==> src/rtl/key_debounce_pulse_if.sv <==
// Push-button conditioning bus: the raw pin going in, the cleaned
// level, event pulses and press counter coming out.
interface key_debounce_pulse_if;
  logic       key_in;
  logic       key_level;
  logic       key_press;
  logic       key_release;
  logic       key_long;
  logic [7:0] press_cnt;

  // Producer of the raw pin / consumer of the clean events.
  modport master (
    output key_in,
    input  key_level,
    input  key_press,
    input  key_release,
    input  key_long,
    input  press_cnt
  );

  // The debouncer itself.
  modport slave (
    input  key_in,
    output key_level,
    output key_press,
    output key_release,
    output key_long,
    output press_cnt
  );
endinterface

==> src/rtl/key_debounce_pulse.sv <==
// Push-button conditioner: two-flop synchroniser, press/release debounce
// filter, one-cycle press/release/long-press events, a debounced level
// and an 8-bit wrapping press counter. Every output is registered.
module key_debounce_pulse #(
  parameter logic [31:0] DEBOUNCE_CYC = 32'd2_000_000,
  parameter logic [31:0] LONG_CYC     = 32'd100_000_000
) (
  input logic                  clk,
  input logic                  rst,
  key_debounce_pulse_if.slave  bus
);

  typedef enum logic [1:0] {
    IDLE         = 2'd0,
    PRESS_FILT   = 2'd1,
    HELD         = 2'd2,
    RELEASE_FILT = 2'd3
  } state_t;

  // Terminal counts: a filter completes when deb_cnt reaches DEB_LAST,
  // and hold_cnt parks at LONG_LAST once the long-press point is reached.
  localparam logic [31:0] DEB_LAST  = DEBOUNCE_CYC - 32'd1;
  localparam logic [31:0] LONG_LAST = LONG_CYC - 32'd1;

  logic        s1;
  logic        key_s;

  state_t      state,     state_d;
  logic [31:0] deb_cnt,   deb_cnt_d;
  logic [31:0] hold_cnt,  hold_cnt_d;
  logic        long_done, long_done_d;
  logic        level,     level_d;
  logic        press,     press_d;
  logic        release_p, release_d;
  logic        long_p,    long_d;
  logic [7:0]  cnt,       cnt_d;

  // Two-flop synchroniser for the asynchronous pin; only key_s is used.
  // NOTE: sequential state is written with non-blocking assignments so every
  // flop samples the pre-edge value of its neighbours, giving a true shift.
  always_ff @(posedge clk) begin
    if (!rst) begin
      s1    <= 1'b0;
      key_s <= 1'b0;
    end else begin
      s1    <= bus.key_in;
      key_s <= s1;
    end
  end

  // State and output registers; reset is sampled on the clock edge.
  // NOTE: reset is synchronous here, so it only takes effect at a clk edge;
  // the synchroniser above is cleared too so no stale level leaks out.
  always_ff @(posedge clk) begin
    if (!rst) begin
      state     <= IDLE;
      deb_cnt   <= '0;
      hold_cnt  <= '0;
      long_done <= 1'b0;
      level     <= 1'b0;
      press     <= 1'b0;
      release_p <= 1'b0;
      long_p    <= 1'b0;
      cnt       <= '0;
    end else begin
      state     <= state_d;
      deb_cnt   <= deb_cnt_d;
      hold_cnt  <= hold_cnt_d;
      long_done <= long_done_d;
      level     <= level_d;
      press     <= press_d;
      release_p <= release_d;
      long_p    <= long_d;
      cnt       <= cnt_d;
    end
  end

  // Next-state and next-output logic for the debounce FSM.
  // NOTE: every signal gets a default before the case statement, so no path
  // leaves one unassigned and no latch is inferred; pulses default to 0.
  always_comb begin
    state_d     = state;
    deb_cnt_d   = deb_cnt;
    hold_cnt_d  = hold_cnt;
    long_done_d = long_done;
    level_d     = level;
    press_d     = 1'b0;
    release_d   = 1'b0;
    long_d      = 1'b0;
    cnt_d       = cnt;

    // The hold timer and long-press rule run while the key is considered
    // down, including while a release is still being filtered, so a
    // release glitch does not restart the long-press measurement.
    if (state == HELD || state == RELEASE_FILT) begin
      if (hold_cnt < LONG_LAST) begin
        hold_cnt_d = hold_cnt + 32'd1;
      end
      if (hold_cnt == LONG_LAST && !long_done) begin
        long_d      = 1'b1;
        long_done_d = 1'b1;
      end
    end

    case (state)
      IDLE: begin
        if (key_s) begin
          state_d   = PRESS_FILT;
          deb_cnt_d = '0;
        end
      end

      PRESS_FILT: begin
        if (!key_s) begin
          // Bounce: the high level did not last long enough.
          state_d   = IDLE;
          deb_cnt_d = '0;
        end else if (deb_cnt == DEB_LAST) begin
          state_d     = HELD;
          level_d     = 1'b1;
          press_d     = 1'b1;
          cnt_d       = cnt + 8'd1;
          hold_cnt_d  = '0;
          long_done_d = 1'b0;
        end else begin
          deb_cnt_d = deb_cnt + 32'd1;
        end
      end

      HELD: begin
        if (!key_s) begin
          state_d   = RELEASE_FILT;
          deb_cnt_d = '0;
        end
      end

      RELEASE_FILT: begin
        if (key_s) begin
          // Glitch low while held: stay pressed, no new press event.
          state_d = HELD;
        end else if (deb_cnt == DEB_LAST) begin
          state_d   = IDLE;
          level_d   = 1'b0;
          release_d = 1'b1;
        end else begin
          deb_cnt_d = deb_cnt + 32'd1;
        end
      end

      default: begin
        state_d = IDLE;
      end
    endcase
  end

  assign bus.key_level   = level;
  assign bus.key_press   = press;
  assign bus.key_release = release_p;
  assign bus.key_long    = long_p;
  assign bus.press_cnt   = cnt;

endmodule

==> src/flat_wrapper.sv <==
// flat-port wrapper written by rule: the top's interface ports become plain ports
module key_debounce_pulse_flat 
#(
  parameter logic [31:0] DEBOUNCE_CYC = 32'd2_000_000,
  parameter logic [31:0] LONG_CYC     = 32'd100_000_000
)
  (clk, rst, bus_key_in, bus_key_level, bus_key_press, bus_key_release, bus_key_long, bus_press_cnt);
  key_debounce_pulse_if bus_i ();
  input logic clk;
  input logic rst;
  input wire logic [$bits(bus_i.key_in)-1:0] bus_key_in;
  output wire logic [$bits(bus_i.key_level)-1:0] bus_key_level;
  output wire logic [$bits(bus_i.key_press)-1:0] bus_key_press;
  output wire logic [$bits(bus_i.key_release)-1:0] bus_key_release;
  output wire logic [$bits(bus_i.key_long)-1:0] bus_key_long;
  output wire logic [$bits(bus_i.press_cnt)-1:0] bus_press_cnt;
  assign bus_i.key_in = bus_key_in;
  assign bus_key_level = bus_i.key_level;
  assign bus_key_press = bus_i.key_press;
  assign bus_key_release = bus_i.key_release;
  assign bus_key_long = bus_i.key_long;
  assign bus_press_cnt = bus_i.press_cnt;
  key_debounce_pulse #(.DEBOUNCE_CYC(DEBOUNCE_CYC), .LONG_CYC(LONG_CYC)) u_core (.clk(clk), .rst(rst), .bus(bus_i));
endmodule
==> config.mk <==
export PLATFORM = sky130hd
export DESIGN_NAME = key_debounce_pulse_flat
export DESIGN_NICKNAME = d
export VERILOG_FILES = /design/src/rtl/key_debounce_pulse_if.sv /design/src/rtl/key_debounce_pulse.sv /design/src/flat_wrapper.sv
export SDC_FILE = /design/constraint.sdc
export NUM_CORES = 1
export LEC_CHECK = 0
export ABC_AREA = 1
export CAP_MARGIN = 40
export CORE_ASPECT_RATIO = 0.6
export CORE_UTILIZATION = 60
export CTS_BUF_LIST = sky130_fd_sc_hd__clkbuf_16
export DETAILED_ROUTE_END_ITERATION = 10
export MAX_ROUTING_LAYER = met4
export PLACE_DENSITY_LB_ADDON = 0.05
export SLEW_MARGIN = 20
export SYNTH_ARGS = -nofsm -noshare
export SYNTH_HDL_FRONTEND = slang
export SYNTH_SLANG_ARGS = --single-unit
==> constraint.sdc <==
create_clock -name clk -period 2.1 [get_ports clk]
set_input_delay 0.21 -clock clk [delete_from_list [all_inputs] [get_ports clk]]
set_output_delay 0.21 -clock clk [all_outputs]
set_load 0.02 [all_outputs]
; After elaboration in Yosys (flattened, before gate mapping)
; Index checks and enable logic that the tools add are counted.
[totals]
regBits = 81
input_bits = 3
elab_cells = 72
[op_classes]
n_addsub = 3
order_cmp = 1
n_eq_ne = 13
muxes = 30
bitwise_logic = 2
reduce_logical = 12
[op_table]
columns = op, count
row1 = $mux 32, 10
row2 = $pmux 32 s4, 1
row3 = $add 32x1->32 const B, 2
row4 = $eq 32x21->1 const B, 1
row5 = $eq 32x27->1 const B, 1
row6 = $lt 32x27->1 const B, 1
row7 = $mux 2, 6
row8 = $mux 1, 11
row9 = $reduce_and 3->1, 3
row10 = $add 8x1->8 const B, 1
row11 = $pmux 2 s4, 1
row12 = $ne 2x1->1 const B, 3
row13 = $ne 2x2->1 const B, 3
row14 = $reduce_and 5->1, 1
row15 = $eq 2x2->1 const B, 2
row16 = $reduce_and 4->1, 1
row17 = $ne 3x2->1 const B, 1
row18 = $ne 3x3->1 const B, 1
row19 = $reduce_or 3->1, 1
row20 = $eq 2x1->1 const B, 1
row21 = $logic_not 2->1, 1
row22 = $not 1->1, 2
row23 = $pmux 1 s2, 1
row24 = $reduce_and 2->1, 1
row25 = other kinds (4), 4

; Depth between registers and ports, before layout
; Gate-level depths: netlist (run 1).
[depth]
ltp_word = 7
ltp_mapped = 13
ltp_nobuf = 13

; Worst setup path after synthesis (run 1)
; Ideal clock, no wire load.
[synth_timing]
kind = register -> register
start = register u_core.deb_cnt[0]
end = register u_core.cnt[1], in the netlist u_core.bus.press_cnt[1]
setup_time_ns = 0.114
arrival_ns = 1.685
required_ns = 1.986
setup_slack_ns = 0.301
stages_incl_launch_ff = 14
period_less_slack_ns = 1.799
cell_sequence = dfxtp_1 > ha_1 > nand3_2 > nor2_4 > nand2_2 > clkinv_2 > nand3_2 > nor2_4 > nand3_4 > nand2_8 > inv_4 > buf_6 > nand2_2 > o21ai_2
[synth_via]
elab_chain_cells = 2
[synth_lines]
columns = element, line_no
row1 = "start, declared", key_debounce_pulse.sv:29  ; logic [31:0] deb_cnt, deb_cnt_d;
row2 = "start signal, assigned", key_debounce_pulse.sv:67  ; deb_cnt <= deb_cnt_d;
row3 = $eq 32x21->1, key_debounce_pulse.sv:118  ; end else if (deb_cnt == DEB_LAST) begin
row4 = $reduce_and 3->1 (no line), n/a
row5 = "end signal, assigned", key_debounce_pulse.sv:74  ; cnt <= cnt_d;
row6 = "end, declared", key_debounce_pulse.sv:36  ; logic [7:0] cnt, cnt_d;
; Every way passes these cells.
; A chain may end at the register's enable or synchronous reset.

; Final worst setup path (run 1)
[layout_timing]
start = register u_core.deb_cnt[0]
end = register u_core.deb_cnt[22]
[layout_via]
elab_chain_cells = 4
[layout_lines]
columns = element, line_no
row1 = $add 32x1->32 or $eq 32x21->1 (tied branches), n/a
row2 = $mux 32 (*), "key_debounce_pulse.sv:118, key_debounce_pulse.sv:141"
row3 = $mux 32 (on tied branches), "key_debounce_pulse.sv:138, key_debounce_pulse.sv:114"
row4 = $pmux 32 s4 (*), key_debounce_pulse.sv:105  ; case (state)
; Mark *: on every way between the ends. The rest lies on a longest branch, timed or not. The select of a mux whose other input is x is not followed.

==> results of run 1 <==
## stage by stage
step / power [mW] / instance area, um2 / hold WS [ns] / setup slack (ns) / instances
after floorplan: 1.705 / 4618 / 0.3076 / 0.3008 / 727
after global placement: 1.757 / 5069 / 0.3971 / 0.02003 / 867
after detailed placement: 1.763 / 5069 / 0.4031 / -0.03354 / 867
after CTS: 3.557 / 5415 / 0.4228 / 0.005769 / 883
after global routing: 3.645 / 5468 / 0.4379 / 0.001149 / 886
final: 3.559 / 5468 / 0.4222 / 0.09106 / 886
## what timing repair did
item | in CTS | in global routing
hold buffers | 0 | 0
buffers inserted | 0 | 3
pin swaps | 0 | 3
setup endpoints to repair | 3 | 28
gates resized for setup | 1 | 12
## Yosys cell counts, drive strengths merged
library cell,number
xor2,9
mux2i,1
dfxtp,81
o21ai,19
nand3,61
clkbuf,3
buf,11
nand4,35
clkinv,1
and3,1
a31oi,6
nor3b,9
nand3b,3
a21oi,32
xnor2,4
or2,1
a211oi,2
ha,3
o21bai,1
o211ai,1
nand2,181
nor2,148
inv,89
nor4,8
nor3,17
## metal layers
layer  vias up  routed length (um)  GRT usage (%)
met5         -                   0              -
met4         0                 276          9.380
met3        36                1945          13.63
met2       318                5449          50.67
met1      2295                6774          55.30
li1       2456                   -              -
## kinds of logic after synthesis
| kind of cell | count (synthesis) | share of synthesized area [%] |
|---|---|---|
| xor gates and xnor gates | 13 | 2.465 |
| muxes | 1 | 0.2168 |
| buffers and inverters | 104 | 9.347 |
| and+or+nand+nor | 464 | 44.89 |
| AOI/OAI and AO/OA | 61 | 7.153 |
| DFF | 81 | 35.11 |
| adders and majority gates | 3 | 0.8129 |
## worst max path at each step
stage | from | to | slack (ns) | cells after the start
after floorplan | u_core.deb_cnt[0] | u_core.bus.press_cnt[1] | 0.30 | 13
after detailed placement | u_core.deb_cnt[0] | u_core.deb_cnt[8] | -0.03 | 12
after global placement | u_core.deb_cnt[0] | u_core.deb_cnt[8] | 0.02 | 12
final | u_core.deb_cnt[0] | u_core.deb_cnt[22] | 0.09 | 11
after global routing | u_core.deb_cnt[2] | u_core.deb_cnt[31] | 0.001 | 11
after CTS | u_core.hold_cnt[0] | u_core.hold_cnt[23] | 0.006 | 12
## final cells by class
class | count | area, um2
Multi-Input combinational cell | 542 | 2597
Fill cell | 612 | 1889
Sequential cell | 81 | 1624
Timing Repair Buffer | 53 | 432.9
Inverter | 90 | 341.6
Clock buffer | 9 | 225.2
Tap cell | 104 | 130.1
Clock inverter | 7 | 116.4
## layout by cell type, fill, tap and decap left out, drive strengths merged
cell           instances
nand2                181
nor2                 148
inv                   92
dfxtp                 81
nand3                 61
buf                   39
nand4                 35
a21oi                 32
o21ai                 19
nor3                  17
clkdlybuf4s50         14
xor2                   9
nor3b                  9
clkbuf                 9
nor4                   8
a31oi                  6
xnor2                  4
nand3b                 3
bufinv                 3
ha                     3
clkinv                 2
a211oi                 2
mux2i                  1
o21bai                 1
and3                   1
or2                    1
o211ai                 1
## power groups by stage
stage / clock (mW) / combinational (mW) / sequential [mW]
6_report: 1.82 / 0.188 / 1.56
5_1_grt: 1.89 / 0.203 / 1.56
4_1_cts: 1.83 / 0.177 / 1.55
3_5_place_dp: 0 / 0.174 / 1.59
3_3_place_gp: 0 / 0.169 / 1.59
2_1_floorplan: 0 / 0.118 / 1.59
## critical path: cells and delay by family, from the launching register on
kind                     cells  cell delay, ns
AND/OR/NAND/NOR             10            1.34
flip-flops                   1            0.35
adder cells (fa/ha/maj)      1            0.20
## registers in the layout, summed over array words and instances, names as in the netlist, named ones only
signal,flops
u_core.bus.key_long,1
u_core.bus.key_level,1
u_core.key_s,1
u_core.s1,1
u_core.state,1
u_core.bus.key_press,1
u_core.long_done,1
u_core.deb_cnt,32
u_core.bus.press_cnt,8
u_core.bus.key_release,1
u_core.hold_cnt,32
==> results.ini, run 1 <==
[synth]
synth_top_area_share_pct = 35.11
ys_seq_elements = 81
netlist_instances = 727
syn_nets = 733
yosys_warnings = 0
yosysSeqAreaShare_pct = 35.11
syn_area_mm2 = 0.004618
syn-mean-instance-area_um2 = 6.352
synth_cell_types = 39
netlist.top_cell.by_area = dfxtp_1
synth.area.top_cells = dfxtp_1, nand2_1, nor2_1

[power_and_ir_drop]
pwr-share-seq_pct = 43.7
clkPwrFrac_pct = 51.0
p_comb_share_pct = 5.3
power_switching_mw = 0.7948
power_density_mw_per_mm2 = 650.9
netSwitchingFraction_pct = 22.33
leakagePower_nw = 2.158
max-vdd-ir-drop_mv = 0.4925
internal-power_mw = 2.764

[worst_setup_path]
slowest_delay_ns = 0.35
crit_slowest_cell = dfxtp_2
cp_cell_sequence = ha_2, nand3_2, nor2_4, nand2_2, nor2_1, nand2_1, nor2_1, nand3_1, nand3b_1, nand2_1, nor2_1
setup.worst_path.start_class = flop
r2r_start = u_core.deb_cnt[0]
r2r_end = u_core.deb_cnt[22]
crit_type = reg -> reg
worst-r2r-cell-count = 11
r2r_setup_slack_ns = 0.09
end_kind = flop
path_max_fanout = 4
crit_path_frequent_cell = nor2_1
worstPathRequired_ns = 2.33
cp.arrival_ns = 2.24

[timing]
final.setup_skew_ns = 0.008076
rsz0062_at_grt = no
setup_viol = 0
max_freq_mhz = 497.8
finalMaxSlewViolations = 0
fin_crit_sh_pct = 95.66
fin_crit_ns = 2.009
tightestPinTransition_ns = 0.4704
fin_tns_setup_ns = 0
hold_violations = 0
maxSlewHeadroom_pct = 68.35

[cells_and_area]
nNetsFinal = 783
post-route-util_pct = 74.32
syn_to_final_growth_pct = 18.40
layout-drive-gt1-share_pct = 10.61
antennaDiodeCount = 0

[grt]
grt_pass1_vias = 4626
track_usage_pct = 38.55
grt_overflow = 0
antenna_found_initial = 0
grt_pass1_wl_um = 22810
grt_max_degree = 20

[drt]
drtIter0Drc = 539
num_vias = 5105
drt-total-wl_um = 14450
drt_pre_antenna_iters = 6
routedWlPerCell_um = 16.30
via_per_inst = 5.762
ant_nets = 0
remaining_drc_errors = 0

[worst_hold_path]
hold_path_depth = 2
min_to = u_core.key_s
hp-start = u_core.s1
hp-class = reg -> reg

[clocking]
path_clk_slew_ns = 0.06
clock_sinks = 81
cts_buffers = 9
root_buffer = clkbuf_16
cts_tree = done
ctsHtreeMaxLevel = 3
clockBufferDepth = 2
clock_latency_ns = 0.34

[floorplanning]
core.rowCount = 24
die_area_mm2 = 0.008063
io_pins = 15
die_w_um = 115.3
initial_core_util_pct = 62.77
core_mm2 = 0.007357
fp.dieH_um = 69.96

[placement]
dp_hpwl_um = 10790
io_buffer_count = 14
place.gp.congestion = 0.9701

[run_status]
status = finished, final reports clean

[flow_run]
maxCapViolations = 0

(Power assumes the default switching activity.)
==> run 2, diff against run 1 <==
CTS_BUF_LIST = not set   (was sky130_fd_sc_hd__clkbuf_16)
==> results.ini, run 2 (synthesis gave the netlist of run 1 again) <==
[run_status]
status = finished, final reports clean

[drt]
ant_nets = 0
remaining_drc_errors = 0
via_per_inst = 5.766
dr_wl_met3_um = 1949
drt-met1-wl_um = 6797
wl_met2_um = 5491
drtIter0Drc = 541
drt-total-wl_um = 14460
drt_pre_antenna_iters = 6
num_vias = 5109
routedWlPerCell_um = 16.32
highest_layer = met4

[clocking]
ctsHtreeMaxLevel = 3
ctsHoldBuffers = 0
clock_latency_ns = 0.34
clock_sinks = 81
clockBufferDepth = 2
cts_buffers = 9
cts_tree = done
path_clk_slew_ns = 0.06
root_buffer = clkbuf_16

[timing]
max_freq_mhz = 494.0
rsz0062_at_grt = no
fin_crit_ns = 2.024
maxSlewHeadroom_pct = 69.38
final.setup_skew_ns = 0.008032
fin_crit_sh_pct = 96.39
setup_viol = 0
fin_tns_setup_ns = 0
hold_ws_ns = 0.4224
hold_violations = 0
finalMaxSlewViolations = 0
tightestPinTransition_ns = 0.4551

[cells_and_area]
layout.cells.most_common = nand2_1
fillers = 612
layout_common_cells = nand2_1, nor2_1, inv_1, dfxtp_1, nand3_1
nNetsFinal = 783
antennaDiodeCount = 0
layout-drive-gt1-share_pct = 10.61
syn_to_final_growth_pct = 18.40
post-route-util_pct = 74.32

[grt]
track_usage_pct = 38.55
grt_pass1_vias = 4626
grt_overflow = 0
grt_pass1_wl_um = 22810
antenna_found_initial = 0
grt_max_degree = 20

[worst_setup_path]
end_kind = flop
path_max_fanout = 4
worstPathRequired_ns = 2.33
r2r_end = u_core.deb_cnt[22]
setup.worst_path.start_class = flop
slowest_delay_ns = 0.35
crit_type = reg -> reg
r2r_start = u_core.deb_cnt[0]
crit_slowest_cell = dfxtp_2
worst-r2r-cell-count = 11
crit_buf_inv = 0
crit_family = simple AND/OR/NAND/NOR gates
r2r_setup_slack_ns = 0.08
crit_path_frequent_cell = nor2_1
cp.arrival_ns = 2.25
cp_cell_sequence = ha_2, nand3_2, nor2_4, nand2_2, nor2_1, nand2_1, nor2_1, nand3_1, nand3b_1, nand2_1, nor2_1

[worst_hold_path]
hp-start = u_core.s1
min_to = u_core.key_s
hold_path_depth = 2
hp-class = reg -> reg

[power_and_ir_drop]
leakagePower_nw = 2.154
power_density_mw_per_mm2 = 652.0
max-vdd-ir-drop_mv = 0.4920

[placement]
place.gp.congestion = 0.9701
dp_hpwl_um = 10790
io_buffer_count = 14

[floorplanning]
core.rowCount = 24
initial_core_util_pct = 62.77
core_mm2 = 0.007357
io_pins = 15
die_area_mm2 = 0.008063
fp.dieH_um = 69.96
die_w_um = 115.3

[flow_run]
maxCapViolations = 0

## run 2: cell type report
type	count	area, um2	area share (%)
Multi-Input combinational cell	542	2597	47.51
Timing Repair Buffer	53	432.9	7.918
Clock buffer	10	229.0	4.188
Tap cell	104	130.1	2.380
Clock inverter	6	112.6	2.059
Sequential cell	81	1624	29.70
Inverter	90	341.6	6.247
## run 2: report_power, final
part	switching [mW]	internal [mW]	leakage, nW
clock network	0.653	1.17	0.167
registers	0.00966	1.55	0.654
logic	0.134	0.0542	1.33
total	0.796	2.77	2.15
## run 2: worst min-delay path: stages (launching register included)
cell and delay (ns):
dfxtp_1 0.30, nand2_1 0.05, inv_1 0.04
## run 2: metrics by stage
step           power [mW]  area (um2)  instances  setup WS (ns)
4_1_cts             3.562        5415        883       0.005908
2_1_floorplan       1.705        4618        727         0.3008
3_3_place_gp        1.757        5069        867        0.02003
5_1_grt             3.649        5468        886       0.001149
3_5_place_dp        1.763        5069        867       -0.03354
6_report            3.565        5468        886        0.07575
## run 2: worst max-delay path by stage
stage,end,cells past startpoint,slack (ns),startpoint
after global placement,u_core.deb_cnt[8],12,0.02,u_core.deb_cnt[0]
after floorplan,u_core.bus.press_cnt[1],13,0.30,u_core.deb_cnt[0]
after CTS,u_core.hold_cnt[23],12,0.006,u_core.hold_cnt[0]
final,u_core.deb_cnt[22],11,0.08,u_core.deb_cnt[0]
after global routing,u_core.deb_cnt[31],11,0.001,u_core.deb_cnt[2]
after detailed placement,u_core.deb_cnt[8],12,-0.03,u_core.deb_cnt[0]
## run 2: per-layer routing
metal / GRT usage [%] / up-vias
met5: - / -
met4: 9.380 / 0
met3: 13.63 / 32
met2: 50.67 / 316
met1: 55.30 / 2307
li1: - / 2454
## run 2: repair_timing
action / in CTS / in global routing
gates resized for setup: 1 / 12
endpoints found under the hold margin: 0 / 0
setup buffers: 0 / 3
endpoints found under the setup margin: 3 / 28
pin swaps: 0 / 3
